==> src/rtl/login_checker_multi_if.sv <==
// login_checker_multi_if: UART byte input and login result bundle for login_checker_multi
interface login_checker_multi_if #(
  parameter int NUM_USERS = 2,
  parameter int MAX_FAILS = 3
);
  localparam int UW = NUM_USERS > 1 ? $clog2(NUM_USERS) : 1;
  localparam int FW = $clog2(MAX_FAILS + 1);
  logic [7:0]    rx_data;
  logic          rx_data_valid;
  logic          login_success;
  logic          login_fail;
  logic [UW-1:0] user_id;
  logic          locked;
  logic [FW-1:0] fail_count;
  modport master (
    output rx_data, rx_data_valid,
    input  login_success, login_fail, user_id, locked, fail_count
  );
  modport slave (
    input  rx_data, rx_data_valid,
    output login_success, login_fail, user_id, locked, fail_count
  );
endinterface

==> src/rtl/login_checker_multi.sv <==
// login_checker_multi: multi-user credential checker with lockout; LOGIN_TIMEOUT_EN adds an inter-byte idle timeout
module login_checker_multi #(
  parameter int NUM_USERS      = 2,
  parameter int USER_LEN       = 4,
  parameter int PASS_LEN       = 4,
  parameter logic [NUM_USERS*USER_LEN*8-1:0] USER_TABLE = "useradmn",
  parameter logic [NUM_USERS*PASS_LEN*8-1:0] PASS_TABLE = "passroot",
  parameter int MAX_FAILS      = 3,
  parameter int LOCK_CYCLES    = 1000,
  parameter int TIMEOUT_CYCLES = 50000
) (
  input logic clk,
  input logic rst_n,
  login_checker_multi_if.slave bus
);
  localparam int UW = NUM_USERS > 1 ? $clog2(NUM_USERS) : 1;
  localparam int FW = $clog2(MAX_FAILS + 1);
  localparam int ML = USER_LEN > PASS_LEN ? USER_LEN : PASS_LEN;
  localparam int IW = ML > 1 ? $clog2(ML) : 1;
  localparam int LW = $clog2(LOCK_CYCLES + 1);

  typedef enum logic [2:0] {IDLE, USER, PASS, DECIDE, LOCKED} state_t;

  state_t         r_state;
  logic [IW-1:0]  r_idx;
  logic [NUM_USERS-1:0] r_mv;
  logic           r_success;
  logic           r_fail;
  logic [UW-1:0]  r_user_id;
  logic           r_locked;
  logic [FW-1:0]  r_fc;
  logic [LW-1:0]  r_lock;
  logic [NUM_USERS-1:0] w_uhit;
  logic [NUM_USERS-1:0] w_phit;
  logic [UW-1:0]  w_low;
  logic [FW-1:0]  w_fc_inc;
  logic           w_abort;
  logic           w_forced;
  int             w_ui;
  int             w_pi;

  assign w_ui     = int'(r_idx) < USER_LEN ? int'(r_idx) : 0;
  assign w_pi     = int'(r_idx) < PASS_LEN ? int'(r_idx) : 0;
  assign w_fc_inc = r_fc + FW'(1);

  // per-user byte compare at the current index, and lowest surviving user
  always_comb begin
    w_uhit = '0;
    w_phit = '0;
    w_low  = '0;
    for (int u = 0; u < NUM_USERS; u++) begin
      w_uhit[u] = USER_TABLE[((NUM_USERS - u) * USER_LEN - w_ui) * 8 - 1 -: 8] == bus.rx_data;
      w_phit[u] = PASS_TABLE[((NUM_USERS - u) * PASS_LEN - w_pi) * 8 - 1 -: 8] == bus.rx_data;
    end
    for (int u = NUM_USERS - 1; u >= 0; u--)
      if (r_mv[u]) w_low = UW'(u);
  end

`ifdef LOGIN_TIMEOUT_EN
  localparam int TW = $clog2(TIMEOUT_CYCLES + 1);
  logic [TW-1:0] r_idle;
  logic          r_force;
  assign w_abort  = (r_state == USER || r_state == PASS) && !bus.rx_data_valid &&
                    r_idle == TW'(TIMEOUT_CYCLES - 1);
  assign w_forced = r_force;
  // idle gap counter inside an attempt; a timeout forces the decision to fail
  always_ff @(posedge clk or negedge rst_n) begin
    if (!rst_n) begin
      r_idle  <= '0;
      r_force <= 1'b0;
    end else begin
      r_idle  <= (r_state == USER || r_state == PASS) && !bus.rx_data_valid && !w_abort ? r_idle + TW'(1) : '0;
      r_force <= w_abort ? 1'b1 : (r_state == DECIDE ? 1'b0 : r_force);
    end
  end
`else
  assign w_abort  = 1'b0;
  assign w_forced = 1'b0;
`endif

  // main login FSM; every byte of an attempt is consumed before deciding
  always_ff @(posedge clk or negedge rst_n) begin
    if (!rst_n) begin
      r_state   <= IDLE;
      r_idx     <= '0;
      r_mv      <= '1;
      r_success <= 1'b0;
      r_fail    <= 1'b0;
      r_user_id <= '0;
      r_locked  <= 1'b0;
      r_fc      <= '0;
      r_lock    <= '0;
    end else begin
      r_success <= 1'b0;
      r_fail    <= 1'b0;
      case (r_state)
        IDLE: if (bus.rx_data_valid) begin
          r_mv    <= w_uhit;
          r_idx   <= USER_LEN == 1 ? IW'(0) : IW'(1);
          r_state <= USER_LEN == 1 ? PASS : USER;
        end
        USER: if (w_abort) r_state <= DECIDE;
        else if (bus.rx_data_valid) begin
          r_mv    <= r_mv & w_uhit;
          r_idx   <= r_idx == IW'(USER_LEN - 1) ? IW'(0) : r_idx + IW'(1);
          r_state <= r_idx == IW'(USER_LEN - 1) ? PASS : USER;
        end
        PASS: if (w_abort) r_state <= DECIDE;
        else if (bus.rx_data_valid) begin
          r_mv    <= r_mv & w_phit;
          r_idx   <= r_idx == IW'(PASS_LEN - 1) ? IW'(0) : r_idx + IW'(1);
          r_state <= r_idx == IW'(PASS_LEN - 1) ? DECIDE : PASS;
        end
        DECIDE: begin
          r_mv  <= '1;
          r_idx <= '0;
          if (|r_mv && !w_forced) begin
            r_success <= 1'b1;
            r_user_id <= w_low;
            r_fc      <= '0;
            r_state   <= IDLE;
          end else begin
            r_fail   <= 1'b1;
            r_fc     <= w_fc_inc;
            r_locked <= w_fc_inc == FW'(MAX_FAILS);
            r_state  <= w_fc_inc == FW'(MAX_FAILS) ? LOCKED : IDLE;
          end
        end
        LOCKED: if (r_lock == LW'(LOCK_CYCLES - 1)) begin
          r_lock   <= '0;
          r_fc     <= '0;
          r_locked <= 1'b0;
          r_state  <= IDLE;
        end else r_lock <= r_lock + LW'(1);
        default: r_state <= IDLE;
      endcase
    end
  end

  assign bus.login_success = r_success;
  assign bus.login_fail    = r_fail;
  assign bus.user_id       = r_user_id;
  assign bus.locked        = r_locked;
  assign bus.fail_count    = r_fc;
endmodule

==> src/flat_wrapper.sv <==
// flat-port wrapper written by rule: the top's interface ports become plain ports
module login_checker_multi_flat 
#(
  parameter int NUM_USERS      = 2,
  parameter int USER_LEN       = 4,
  parameter int PASS_LEN       = 4,
  parameter logic [NUM_USERS*USER_LEN*8-1:0] USER_TABLE = "        ",
  parameter logic [NUM_USERS*PASS_LEN*8-1:0] PASS_TABLE = "        ",
  parameter int MAX_FAILS      = 3,
  parameter int LOCK_CYCLES    = 1000,
  parameter int TIMEOUT_CYCLES = 50000
)
  (clk, rst_n, bus_rx_data, bus_rx_data_valid, bus_login_success, bus_login_fail, bus_user_id, bus_locked, bus_fail_count);
  login_checker_multi_if #(.NUM_USERS(NUM_USERS), .MAX_FAILS(MAX_FAILS)) bus_i ();
  input logic clk;
  input logic rst_n;
  input wire logic [$bits(bus_i.rx_data)-1:0] bus_rx_data;
  input wire logic [$bits(bus_i.rx_data_valid)-1:0] bus_rx_data_valid;
  output wire logic [$bits(bus_i.login_success)-1:0] bus_login_success;
  output wire logic [$bits(bus_i.login_fail)-1:0] bus_login_fail;
  output wire logic [$bits(bus_i.user_id)-1:0] bus_user_id;
  output wire logic [$bits(bus_i.locked)-1:0] bus_locked;
  output wire logic [$bits(bus_i.fail_count)-1:0] bus_fail_count;
  assign bus_i.rx_data = bus_rx_data;
  assign bus_i.rx_data_valid = bus_rx_data_valid;
  assign bus_login_success = bus_i.login_success;
  assign bus_login_fail = bus_i.login_fail;
  assign bus_user_id = bus_i.user_id;
  assign bus_locked = bus_i.locked;
  assign bus_fail_count = bus_i.fail_count;
  login_checker_multi #(.NUM_USERS(NUM_USERS), .USER_LEN(USER_LEN), .PASS_LEN(PASS_LEN), .USER_TABLE(USER_TABLE), .PASS_TABLE(PASS_TABLE), .MAX_FAILS(MAX_FAILS), .LOCK_CYCLES(LOCK_CYCLES), .TIMEOUT_CYCLES(TIMEOUT_CYCLES)) u_core (.clk(clk), .rst_n(rst_n), .bus(bus_i));
endmodule
==> config.mk <==
export PLATFORM = sky130hd
export DESIGN_NAME = login_checker_multi_flat
export DESIGN_NICKNAME = d
export VERILOG_FILES = /design/src/rtl/login_checker_multi_if.sv /design/src/rtl/login_checker_multi.sv /design/src/flat_wrapper.sv
export SDC_FILE = /design/constraint.sdc
export NUM_CORES = 1
export LEC_CHECK = 0
export CAP_MARGIN = 30
export CORE_MARGIN = 10
export CORE_UTILIZATION = 31
export DETAILED_ROUTE_END_ITERATION = 16
export PLACE_DENSITY = 0.59
export SYNTH_ARGS = -nofsm -noshare
export SYNTH_HDL_FRONTEND = slang
export SYNTH_SLANG_ARGS = --single-unit
==> constraint.sdc <==
create_clock -name clk -period 2.5 [get_ports clk]
set_input_delay 0.375 -clock clk [delete_from_list [all_inputs] [get_ports clk]]
set_output_delay 0.375 -clock clk [all_outputs]
set_load 0.01 [all_outputs]
Word-level counts from Yosys, hierarchy flattened
Cells that the tools add are included.
- shift operators: 2
- add/subtract/negate cells: 7
- muxes and demuxes: 29
- reduce and logical (&&, ||, !) cells: 10
- equality and inequality tests: 15
- bitwise logic cells: 1
- operators with widths (operator ; number):
    $shiftx A71 B32 Y8 const A ; 2
    $sub A32 B2 Y32 const B ; 1
    $mux W3 ; 6
    $eq A8 B8 Y1 ; 2
    $mux W2 ; 8
    $pmux W3 S5 ; 1
    $pmux W2 S3 ; 2
    $add A10 B1 Y10 const B ; 1
    $eq A10 B10 Y1 const B ; 1
    $mux W10 ; 1
    $mux W1 ; 9
    $sub A8 B2 Y9 const B ; 1
    $ne A2 B2 Y1 const B ; 4
    $eq A3 B2 Y1 const B ; 2
    $reduce_and A3 Y1 ; 2
    $sub A4 B2 Y5 const A ; 1
    $add A2 B1 Y2 const B ; 2
    $eq A2 B2 Y1 const B ; 2
    $ne A2 B1 Y1 const B ; 2
    $pmux W2 S2 ; 1
    $reduce_and A2 Y1 ; 2
    $reduce_and A4 Y1 ; 1
    $reduce_or A2 Y1 ; 2
    $sub A3 B2 Y4 const A ; 1
    other kinds (7) ; 7
- register bits: 23
- logic and storage cells: 73
- input port bits: 11

Depth between registers and ports, before layout
Gate-level depths: netlist of run 1.
- depth in word-level cells: 7
- gate-level depth with buffers: 4
- depth with buffers taken out: 4

Worst setup path after synthesis of run 1
OpenSTA, ideal clock, no wires.
- path kind: register to register
- start point: reg u_core.r_state[0]
- end point: reg u_core.r_locked (netlist: u_core.bus.locked)
- library setup time: 143 ps
- data required time: 2357 ps
- slack: 974 ps
- data arrival time: 1383 ps
- stages on the path, launching flop included: 4
- period minus slack after synthesis: 1526 ps
- path buffers: 0
- cells stage by stage: dfrtp_1 > or3b_4 > nor4_4 > o211ai_1
- longest elaborated chain between the ends: 3
- elaborated cells between the ends (all ways): 7
- ends and longest elaborated chain (item ; RTL line ; RTL):
    from (decl) ; login_checker_multi.sv:24 ; state_t r_state;
    from (signal assigned) ; login_checker_multi.sv:100 ; r_state <= USER_LEN == 1 ? PASS : USER;
    from (signal assigned) ; login_checker_multi.sv:106 ; r_state <= r_idx == IW'(USER_LEN - 1) ? PASS : USER;
    from (signal assigned) ; login_checker_multi.sv:112 ; r_state <= r_idx == IW'(PASS_LEN - 1) ? DECIDE : PASS;
    $eq A3 B2 Y1 or $eq A3 B3 Y1 (tied branches) ; login_checker_multi.sv:96 ; case (r_state)
    $ne A2 B2 Y1 (no line) (tied with other cells) ; - ;
    $reduce_and A3 Y1 (no line) ; - ;
    to (signal assigned) ; login_checker_multi.sv:125 ; r_locked <= w_fc_inc == FW'(MAX_FAILS);
    to (decl) ; login_checker_multi.sv:30 ; logic r_locked;
Parallel ways exist; a longest one is shown, timed or not.
A chain may end at the register's enable or synchronous reset.

Worst setup path in the final report of run 1
Ends and elaborated chain as after synthesis.

==> impl_results.md, run 1 <==
- Grt ovf: 0
- R2R Setup Slk: roughly 650 ps
- Setup crit end kind: register
- Synth Area in Compound Gates: between 10% and 20%
- Die extent in y: roughly 80 µm
- Clock power frac: between 10% and 20%
- Met1 WL: roughly 1000 µm
- Inst Count DP: about 180
- P_sw: about 0.38 mW
- Sw frac: 33.1%
- CP required: approximately 2600 ps
- Post-DP HPWL: ~1900 µm
- Boundary Pins: 17
- Crit-path max FO: 15
- Crit path from: u_core.r_state[0]
- Final Worst Setup Slack: around 650 ps
- Met3 WL: 200 µm
- Clock Tree Root: clkbuf_8
- Post_cts resized: 0
- Final Net Count: between 100 and 150
- Final instance area: 1420 µm²
- Largest net degree at the start of global routing: 24
- Final hold viol count: 0
- First-pass DRT Iterations: 4
- Adder-Cell Fraction of Synth Area: under 10%
- Placed Area: around 1400 µm²
- Worst slew pin tran: 517 ps
- Clock insertion delay at the later pin of the skew report: roughly 260 ps
- Internal Power: between 0.7 and 0.8 mW
- Non-filler instance count after layout: 181
- Final period utilization: approximately three quarters
- Antenna viol nets, final: 0
- Post-synth cell types: 36
- TritonCTS Sinks: 23
- CP max-delay cell: dfrtp_1
- TritonCTS Buffers: 3
- # fillers: 370
- Initial core utilization: 32.0%
- Top layer in use: met4
- Mapped Cells: roughly 120
- Share of post-route cells with drive strength above 1: roughly 6.8%
- Commonest non-fill, non-tap cells in the layout: dfrtp_1, clkdlybuf4s50_1, nand2_1, a21oi_1, inv_1
- Initial antenna violation count: 0
- Max Cap Viol: 0
- Multiplexer share of the synthesized area: 0%
- Fin crit period: about 1800 ps
- Final setup vio count: 0
- Gate power share: roughly 31%
- CP cell instances: or3b_4, nor4_4, o211ai_1
- Vias in the first global route: a little under 1000
- Peak VDD IR: between 0.0004 and 0.0005 V
- Max Clock Skew: 2.64 ps
- Seq/Total Area, Yosys: ~50%
- Area growth syn-to-layout: 22.0%
- Yosys warns: 0
- Global-route wire length before repair: approximately 4400 µm
- Antenna Cells: 0
- Initial DRC Count: 69
- # rows: 22
- CTS tree: yes
- P per Cell Area: around 810 nW/µm²
- Worst Path Arrival: between 1500 and 2000 ps
- Hold Crit Class: input pin to async pin
- Metal2 WL: between 1000 and 1500 µm
- Combinational family with the most area after synthesis: simple AND/OR/NAND/NOR gates
- Worst path max stage delay: ~530 ps
- Fin Setup TNS: 0 ps
- FF+latch count, synth: 23
- Synth Net Count: 130
- Post-CTS Setup Bufs: 0
- CTS clk-pin slew, worst paths: approximately 80 ps
- Util after Layout: between 30 and 40%
- Port Buffer Count: 16
- Total track usage: ~8.3%
- CORE AREA: approximately 3600 µm²
- Die width: 81.3 µm
- Synth Area per Inst: about 10 µm²
- Dpl ws: between 600 and 700 ps
- Sequential Area: between 500 and 600 µm²
- Routed len/inst: about 14 µm
- Area taken by multi-input logic gates: 542 µm²
- Routed vias/inst: between 5 and 6
- Worst slew margin: 65.3%
- Synthesized-area fraction occupied by and/or/nand/nor cells: between 20% and 30%
- Fin. max-slew vios: 0
- Status: completed
- Reg2Reg Launch Point: u_core.r_state[0]
- Post-CTS Hold Buffers: 0
- LEAKAGE: 0.583 nW
- Full die area: ~6600 µm²
- Sequential share of power: about half
- H-tree depth: 1
- CP Launch Type: register
- Vias: around 940
- Most common cell after layout, fill and taps aside: dfrtp_1
- Unrepaired setup endpoints after global routing: false
- Xor/xnor share of the synthesized area: roughly 1.5%
- Max clock buf depth: 2
- Final WL: around 2500 µm
- DRC: 0
- CP Class: register to register
- Post-synthesis cell area: between 1000 and 1500 µm²
- Routability cong.: roughly 0.81
- Highest clock rate: around 540 MHz
flip-flops by register name (all words and copies together), names as in the netlist, 2 cells and up:
name,count
u_core.r_state,3
u_core.r_mv,2
u_core.bus.fail_count,2
u_core.r_idx,2
u_core.r_lock,10
power groups by stage:
stage	clock, mW	combinational (mW)	sequential [mW]
after detailed placement	0	0.358	0.571
after global placement	0	0.352	0.563
after global routing	0.253	0.403	0.587
final	0.227	0.355	0.564
after CTS	0.235	0.360	0.564
after floorplan	0	0.237	0.541
layout make-up:
class	count	area share, %
multi-input cells	82	38.1
flip-flops and latches	23	40.7
inverters	7	1.85
clock inverters	1	0.352
clock buffers	3	2.91
well taps	48	4.23
repair buffers	17	11.8
critical path, delay by kind of cell, from the launching register on:
family	cells	cell delay (ps)
DFF	1	530
AOI/OAI and AO/OA	1	170
and+or+nand+nor	2	1010
cell usage after synthesis:
cell / n / share of area [%]
a21oi_1: 11 / 4.7
xnor2_1: 2 / 1.5
nor4_1: 1 / 0.54
or3_1: 3 / 1.6
nor4b_1: 1 / 0.75
buf_2: 2 / 0.86
nand3b_1: 2 / 1.3
dfrtp_1: 21 / 45
clkbuf_1: 2 / 0.65
a221oi_1: 1 / 0.75
nand2_1: 12 / 3.9
or4_1: 3 / 1.9
ha_1: 3 / 3.2
a211oi_1: 1 / 0.65
nor3b_1: 1 / 0.65
nand3_1: 4 / 1.7
a21o_1: 1 / 0.65
or3b_4: 1 / 0.97
a221o_1: 1 / 0.86
dfstp_2: 2 / 4.5
nor2_1: 2 / 0.65
nor3_1: 1 / 0.43
and3b_1: 1 / 0.75
o21ai_0: 4 / 1.7
nand4_1: 5 / 2.7
nand2b_1: 3 / 1.6
o21ai_1: 2 / 0.86
inv_1: 7 / 2.3
or3b_1: 2 / 1.5
nand4bb_1: 2 / 1.9
a2bb2oi_1: 1 / 0.75
a21boi_0: 1 / 0.65
nor4_4: 1 / 1.8
o22ai_1: 3 / 1.6
o211ai_1: 1 / 0.65
o31ai_1: 5 / 3.2
kinds of logic after synthesis:
family | count (synthesis)
simple gates | 45
flops | 23
buf+inv | 11
compound gates | 32
fa+ha+maj | 3
xor+xnor | 2
final timing paths:
check                                     to  cells past startpoint
setup / recovery           u_core.bus.locked                      3
hold / removal              u_core.r_lock[2]                      2
setup reg to reg           u_core.bus.locked                      3
hold reg to reg               u_core.r_mv[1]                      2
max in group asynchronous     u_core.r_mv[0]                      2
min in group clk              u_core.r_mv[1]                      2
routing by layer:
layer | vias to the layer above | GRT usage (%)
li1 | 467 | -
met1 | 447 | 9.74
met2 | 26 | 14.1
met3 | 2 | 3.53
met4 | 0 | 1.04
met5 | - | 0
stage by stage:
| step | power, mW | hold WS [ps] |
|---|---|---|
| after global routing | 1.24 | 485 |
| after global placement | 0.915 | 461 |
| final | 1.15 | 459 |
| after floorplan | 0.779 | 79.4 |
| after detailed placement | 0.930 | 475 |
| after CTS | 1.16 | 466 |
No activity file was read; power rests on OpenSTA's default activity.
==> run 2: changes to the inputs <==
Settings changed: PLACE_DENSITY 0.59 to 0.61.
Clock period 2.5 ns to 1.55 ns, I/O delays scaled along.
==> impl_results.md, run 2 (synthesized netlist as in run 1, its figures left out) <==
- Status: completed
- Max Cap Viol: 0 (unchanged)
- Internal Power: 1.33 mW (+73%)
- Crit-path max FO: 5 (-10)
- First-pass DRT Iterations: 4 (unchanged)
- P per Cell Area: 1230 nW/µm² (+53%)
- Total track usage: 8.46% (+0.16 points)
- Final instance area: 1610 µm² (+13%)
- Max reg flops: 10 (unchanged)
- Full die area: 6600 µm² (unchanged)
- Worst path max stage delay: 510 ps (-20 ps)
- Inst Count DP: 191 (+7.9%)
- Max clock buf depth: 2 (unchanged)
- Vias in the first global route: 995 (+3.2%)
- Gate power share: 36.3% (+5.3 points)
- CORE AREA: 3630 µm² (unchanged)
- Commonest non-fill, non-tap cells in the layout: dfrtp_1, clkdlybuf4s50_1, buf_4, nand2_1, a21oi_1
- Non-filler instance count after layout: 198 (+9.4%)
- CP max-delay cell: or4_4
- CP Class: register to register
- Antenna Cells: 0 (unchanged)
- Hold_ws: 315 ps (-144 ps)
- CP top delay family: simple AND/OR/NAND/NOR gates
- CP Launch Type: register
- DRC: 0 (unchanged)
- Setup crit end kind: register
- Max Clock Skew: 5.02 ps (+2.38 ps)
- CTS clk-pin slew, worst paths: 90 ps (about the same)
- Peak VDD IR: 0.000631 V (+31%)
- # rows: 22 (unchanged)
- CTS tree: yes
- H-tree depth: 1 (unchanged)
- Post-DP HPWL: 1920 µm (+2.2%)
- Initial antenna violation count: 0 (unchanged)
- Final setup vio count: 0 (unchanged)
- Unrepaired setup endpoints after global routing: true
- CP required: 1750 ps (-880 ps)
- Fin crit period: 1510 ps (-336 ps)
- Fin Setup TNS: 0 ps (unchanged)
- Reg2Reg Launch Point: u_core.r_state[0]
- LEAKAGE: 0.663 nW (+14%)
- Final WL: 2740 µm (+10%)
- Port Buffer Count: 16 (unchanged)
- P_sw: 0.660 mW (+74%)
- Largest net degree at the start of global routing: 24 (unchanged)
- Routed len/inst: 13.8 µm (+0.68%)
- Largest regs: u_core.r_lock x10, u_core.r_state x3
- Die extent in y: 81.3 µm (unchanged)
- Routed vias/inst: 5.15 (-1.0%)
- Routability cong.: 0.854 (+6.0%)
- Final period utilization: 97.6% (+24 points)
- Fin. max-slew vios: 0 (unchanged)
- Clock Tree Root: clkbuf_8
- Worst slew pin tran: 329 ps (-188 ps)
- Vias: 1020 (+8.3%)
- CP cell instances: nand4bb_4, buf_6, or4_4, a21oi_2
- R2R Setup Slk: 40 ps (-610 ps)
- Die width: 81.3 µm (unchanged)
- Sw frac: 33.2% (+0.15 points)
- Area growth syn-to-layout: 38.4%
- Final hold viol count: 0 (unchanged)
- Number of buffers and inverters on the critical path: 1 (+1)
- Hold Crit Class: input pin to async pin
- FF-to-FF path depth: 4 (+1)
- Clock power frac: 19.9% (about the same)
- Clock insertion delay at the later pin of the skew report: 270 ps (about the same)
- Share of post-route cells with drive strength above 1: 24.7% (+18 points)
- Antenna viol nets, final: 0 (unchanged)
- Initial DRC Count: 85 (+23%)
- Reg-to-reg endpoint: u_core.r_lock[8]
- TritonCTS Sinks: 23 (unchanged)
- Initial core utilization: 32.0% (unchanged)
- Sequential share of power: 43.8% (-5.4 points)
- Global-route wire length before repair: 4570 µm (+2.8%)
- Boundary Pins: 17 (unchanged)
- Highest clock rate: 661 MHz (+22%)
- Worst Path Arrival: 1720 ps (-250 ps)
- Top reg by flops: u_core.r_lock
- Most common cell after layout, fill and taps aside: dfrtp_1
- Grt ovf: 0 (unchanged)
- Worst slew margin: 78.1% (+13 points)
- Placed Area: 1480 µm² (+7.7%)
- Final Net Count: 165 (+11%)
- TritonCTS Buffers: 3 (unchanged)
run 2: layout make-up:
cell class	count	area, µm²
sequential	23	581
timing repair buffer	34	297
fill	365	2020
multi-input combinational	82	598
inverter	7	26.3
tap	48	60.1
clock inverter	1	7.51
clock buffer	3	41.3
run 2: routing by layer:
| layer | vias up | part of all wire, % | global-route usage, % | wire length (µm) |
|---|---|---|---|---|
| li1 | 497 | - | - | - |
| met1 | 497 | 47 | 10.6 | 1290 |
| met2 | 22 | 46 | 13.0 | 1250 |
| met3 | 4 | 6.5 | 3.86 | 178 |
| met4 | 0 | 0.88 | 2.08 | 24 |
| met5 | - | 0 | 0 | 0 |
run 2: metrics by stage:
step,utilization (%),power [mW],worst slack (ps)
after CTS,42.0,1.96,2.10
after global placement,40.7,1.55,46.9
after detailed placement,40.7,1.57,21.8
final,44.3,1.98,36.9
after floorplan,-,1.26,23.7
after global routing,44.3,2.14,-20.7
run 2: how the worst max path moves through the flow:
| stage | endpoint | startpoint | cells after the start | slack [ps] |
|---|---|---|---|---|
| CTS | u_core.r_lock[9] | u_core.r_state[1] | 4 | 2 |
| finish | u_core.r_lock[8] | u_core.r_state[0] | 4 | 40 |
| global placement | u_core.r_mv[1] | bus_rx_data_valid | 4 | 50 |
| floorplan | u_core.bus.locked | u_core.r_state[0] | 3 | 20 |
| global route | u_core.r_lock[8] | u_core.r_state[0] | 4 | -20 |
| detailed placement | u_core.r_lock[9] | u_core.r_state[1] | 4 | 20 |
run 2: what timing repair did:
action / CTS / global route
setup endpoints to repair: 0 / 9
resized for setup: 0 / 13
hold buffers: 0 / 0
setup buffers: 0 / 2
run 2: power by group through the flow:
stage	Clock, mW	Sequential [mW]	Combinational, mW
4_1_cts	0.400	0.860	0.700
2_1_floorplan	0	0.873	0.382
3_3_place_gp	0	0.866	0.684
5_1_grt	0.429	0.894	0.820
3_5_place_dp	0	0.869	0.699
6_report	0.394	0.869	0.721
==> run 3: changes to the inputs <==
Settings changed: PLACE_DENSITY 0.61 to 0.59.
Clock period 1.55 ns to 1.58 ns, I/O delays scaled along.
==> impl_results.md, run 3 (synthesized netlist as in run 1, its figures left out) <==
- Worst slew margin: 77.8% (-0.34 points)
- Antenna Cells: 0 (unchanged)
- CP Launch Type: register
- Total track usage: 8.69% (+0.23 points)
- Placed Area: 1460 µm² (-1.0%)
- Vias: 1015 (-0.49%)
- Final period utilization: 96.2% (-1.4 points)
- Largest net degree at the start of global routing: 24 (unchanged)
- Largest regs: u_core.r_lock x10, u_core.r_state x3
- Final hold viol count: 0 (unchanged)
- Met1 Usage GRT: 9.54% (-1.0 points)
- Initial antenna violation count: 0 (unchanged)
- Util after Layout: 43.1% (-1.2 points)
- DRC: 0 (unchanged)
- TritonCTS Sinks: 23 (unchanged)
- Overall Power: 1.92 mW (-3.1%)
- Final setup vio count: 0 (unchanged)
- # fillers: 351 (-3.8%)
- Max Clock Skew: 3.29 ps (-1.74 ps)
- Sequential Area: 578 µm² (-0.43%)
- Grt ovf: 0 (unchanged)
- Routed vias/inst: 5.18 (+0.53%)
- CORE AREA: 3630 µm² (unchanged)
- Fin. max-slew vios: 0 (unchanged)
- Antenna viol nets, final: 0 (unchanged)
- Port Buffer Count: 16 (unchanged)
- # rows: 22 (unchanged)
- Worst Path Arrival: 1670 ps (-50 ps)
- Vias in the first global route: 1076 (+8.1%)
- Highest clock rate: 658 MHz (-0.47%)
- P per Cell Area: 1230 nW/µm² (-0.47%)
- CTS clk-pin slew, worst paths: 80 ps (about the same)
- Hold_ws: 324 ps (+8.95 ps)
- CP max-delay cell: or3b_4
- Max reg flops: 10 (unchanged)
- Max clock buf depth: 2 (unchanged)
- Peak VDD IR: 0.000506 V (-20%)
- Worst slew pin tran: 334 ps (+5.05 ps)
- Hold Crit Class: input pin to async pin
- Area growth syn-to-layout: 34.7%
- Unrepaired setup endpoints after global routing: true
- Top reg by flops: u_core.r_lock
- Met3 GRT Util: 2.54% (-1.3 points)
- First-pass DRT Iterations: 4 (unchanged)
- TritonCTS Buffers: 3 (unchanged)
- Boundary Pins: 17 (unchanged)
- Routability cong.: 0.837 (-2.0%)
- Max Cap Viol: 0 (unchanged)
- Full die area: 6600 µm² (unchanged)
- Crit-path max FO: 4 (-1)
- Clock Tree Root: clkbuf_8
- Most common cell after layout, fill and taps aside: dfrtp_1
- Post-DP HPWL: 1960 µm (+1.9%)
- Die extent in y: 81.3 µm (unchanged)
- GR peak layer: met2
- Area taken by multi-input logic gates: 577 µm² (-3.6%)
- LEAKAGE: 0.662 nW (-0.17%)
- Die width: 81.3 µm (unchanged)
- Fin crit period: 1520 ps (+7.17 ps)
- Worst path max stage delay: 430 ps (-80 ps)
- Initial core utilization: 32.0% (unchanged)
- Final Net Count: 163 (-1.2%)
- Status: completed
- Commonest non-fill, non-tap cells in the layout: dfrtp_1, clkdlybuf4s50_1, buf_4, nand2_1, a21oi_1
- Initial DRC Count: 55 (-35%)
- H-tree depth: 1 (unchanged)
- Share of post-route cells with drive strength above 1: 18.2% (-6.4 points)
- Routed len/inst: 13.3 µm (-3.6%)
- CP Class: register to register
- CTS tree: yes
- Global-route wire length before repair: 4680 µm (+2.4%)
- CP cell instances: or3b_4, nor4_4, buf_4, o211ai_1
- Grt met2 use: 15.5% (+2.5 points)
- Final instance area: 1570 µm² (-2.6%)
- Final WL: 2610 µm (-4.5%)
- FF-to-FF path depth: 4 (unchanged)
- CP required: 1730 ps (-20 ps)
- Setup crit end kind: register
- Clock insertion delay at the later pin of the skew report: 270 ps (about the same)
- Fin Setup TNS: 0 ps (unchanged)
run 3: changes by cell type in the layout (fill, tap and decap cells not counted), sizes merged:
cell      delta
clkinvlp     -1
clkinv       +1
buf          -2
run 3: layout make-up:
class	count	area share, %
Clock buffer	3	2.63
Clock inverter	1	0.319
Inverter	7	1.68
Multi-Input combinational cell	82	36.8
Sequential cell	23	36.9
Tap cell	48	3.83
Timing Repair Buffer	32	17.9
run 3: where the power goes:
group / internal, mW / leakage [nW] / switching, mW
combinational: 0.383 / 0.335 / 0.328
sequential: 0.733 / 0.302 / 0.106
clock: 0.177 / 0.0255 / 0.197
total: 1.29 / 0.662 / 0.630
run 3: metal layers:
metal / part of all wire [%] / routed length [µm]
met1: 41 / 1080
met2: 51 / 1320
met3: 6.5 / 171
met4: 1.4 / 36
met5: 0 / 0
run 3: what timing repair did:
action,in CTS,in global routing
gates resized for setup,1,3
setup endpoints to repair,4,5
setup buffers,0,3
hold buffers,0,0
run 3: path summary, 6_finish.rpt:
kind	startpoint	end	slack, ps
max	u_core.r_state[0]	u_core.bus.locked	60
min	rst_n	u_core.r_lock[9]	320
max reg2reg	u_core.r_state[0]	u_core.bus.locked	60
min reg2reg	u_core.r_mv[1]	u_core.r_mv[1]	480
max in group asynchronous	rst_n	u_core.r_mv[0]	980
min in group clk	u_core.r_mv[1]	u_core.r_mv[1]	480
run 3: through the flow:
step           worst slack (ps)  std cells
2_1_floorplan              53.7        116
3_3_place_gp               37.4        189
3_5_place_dp              -11.7        189
4_1_cts                    40.6        193
5_1_grt                   -15.4        196
6_report                   59.7        196
run 3: worst max-delay path, delay by kind of cell, from the launching register on:
| kind | cells | cell delay (ps) |
|---|---|---|
| buffers and inverters | 1 | 160 |
| DFF | 1 | 410 |
| AOI/OAI and AO/OA | 1 | 90 |
| and+or+nand+nor | 2 | 740 |
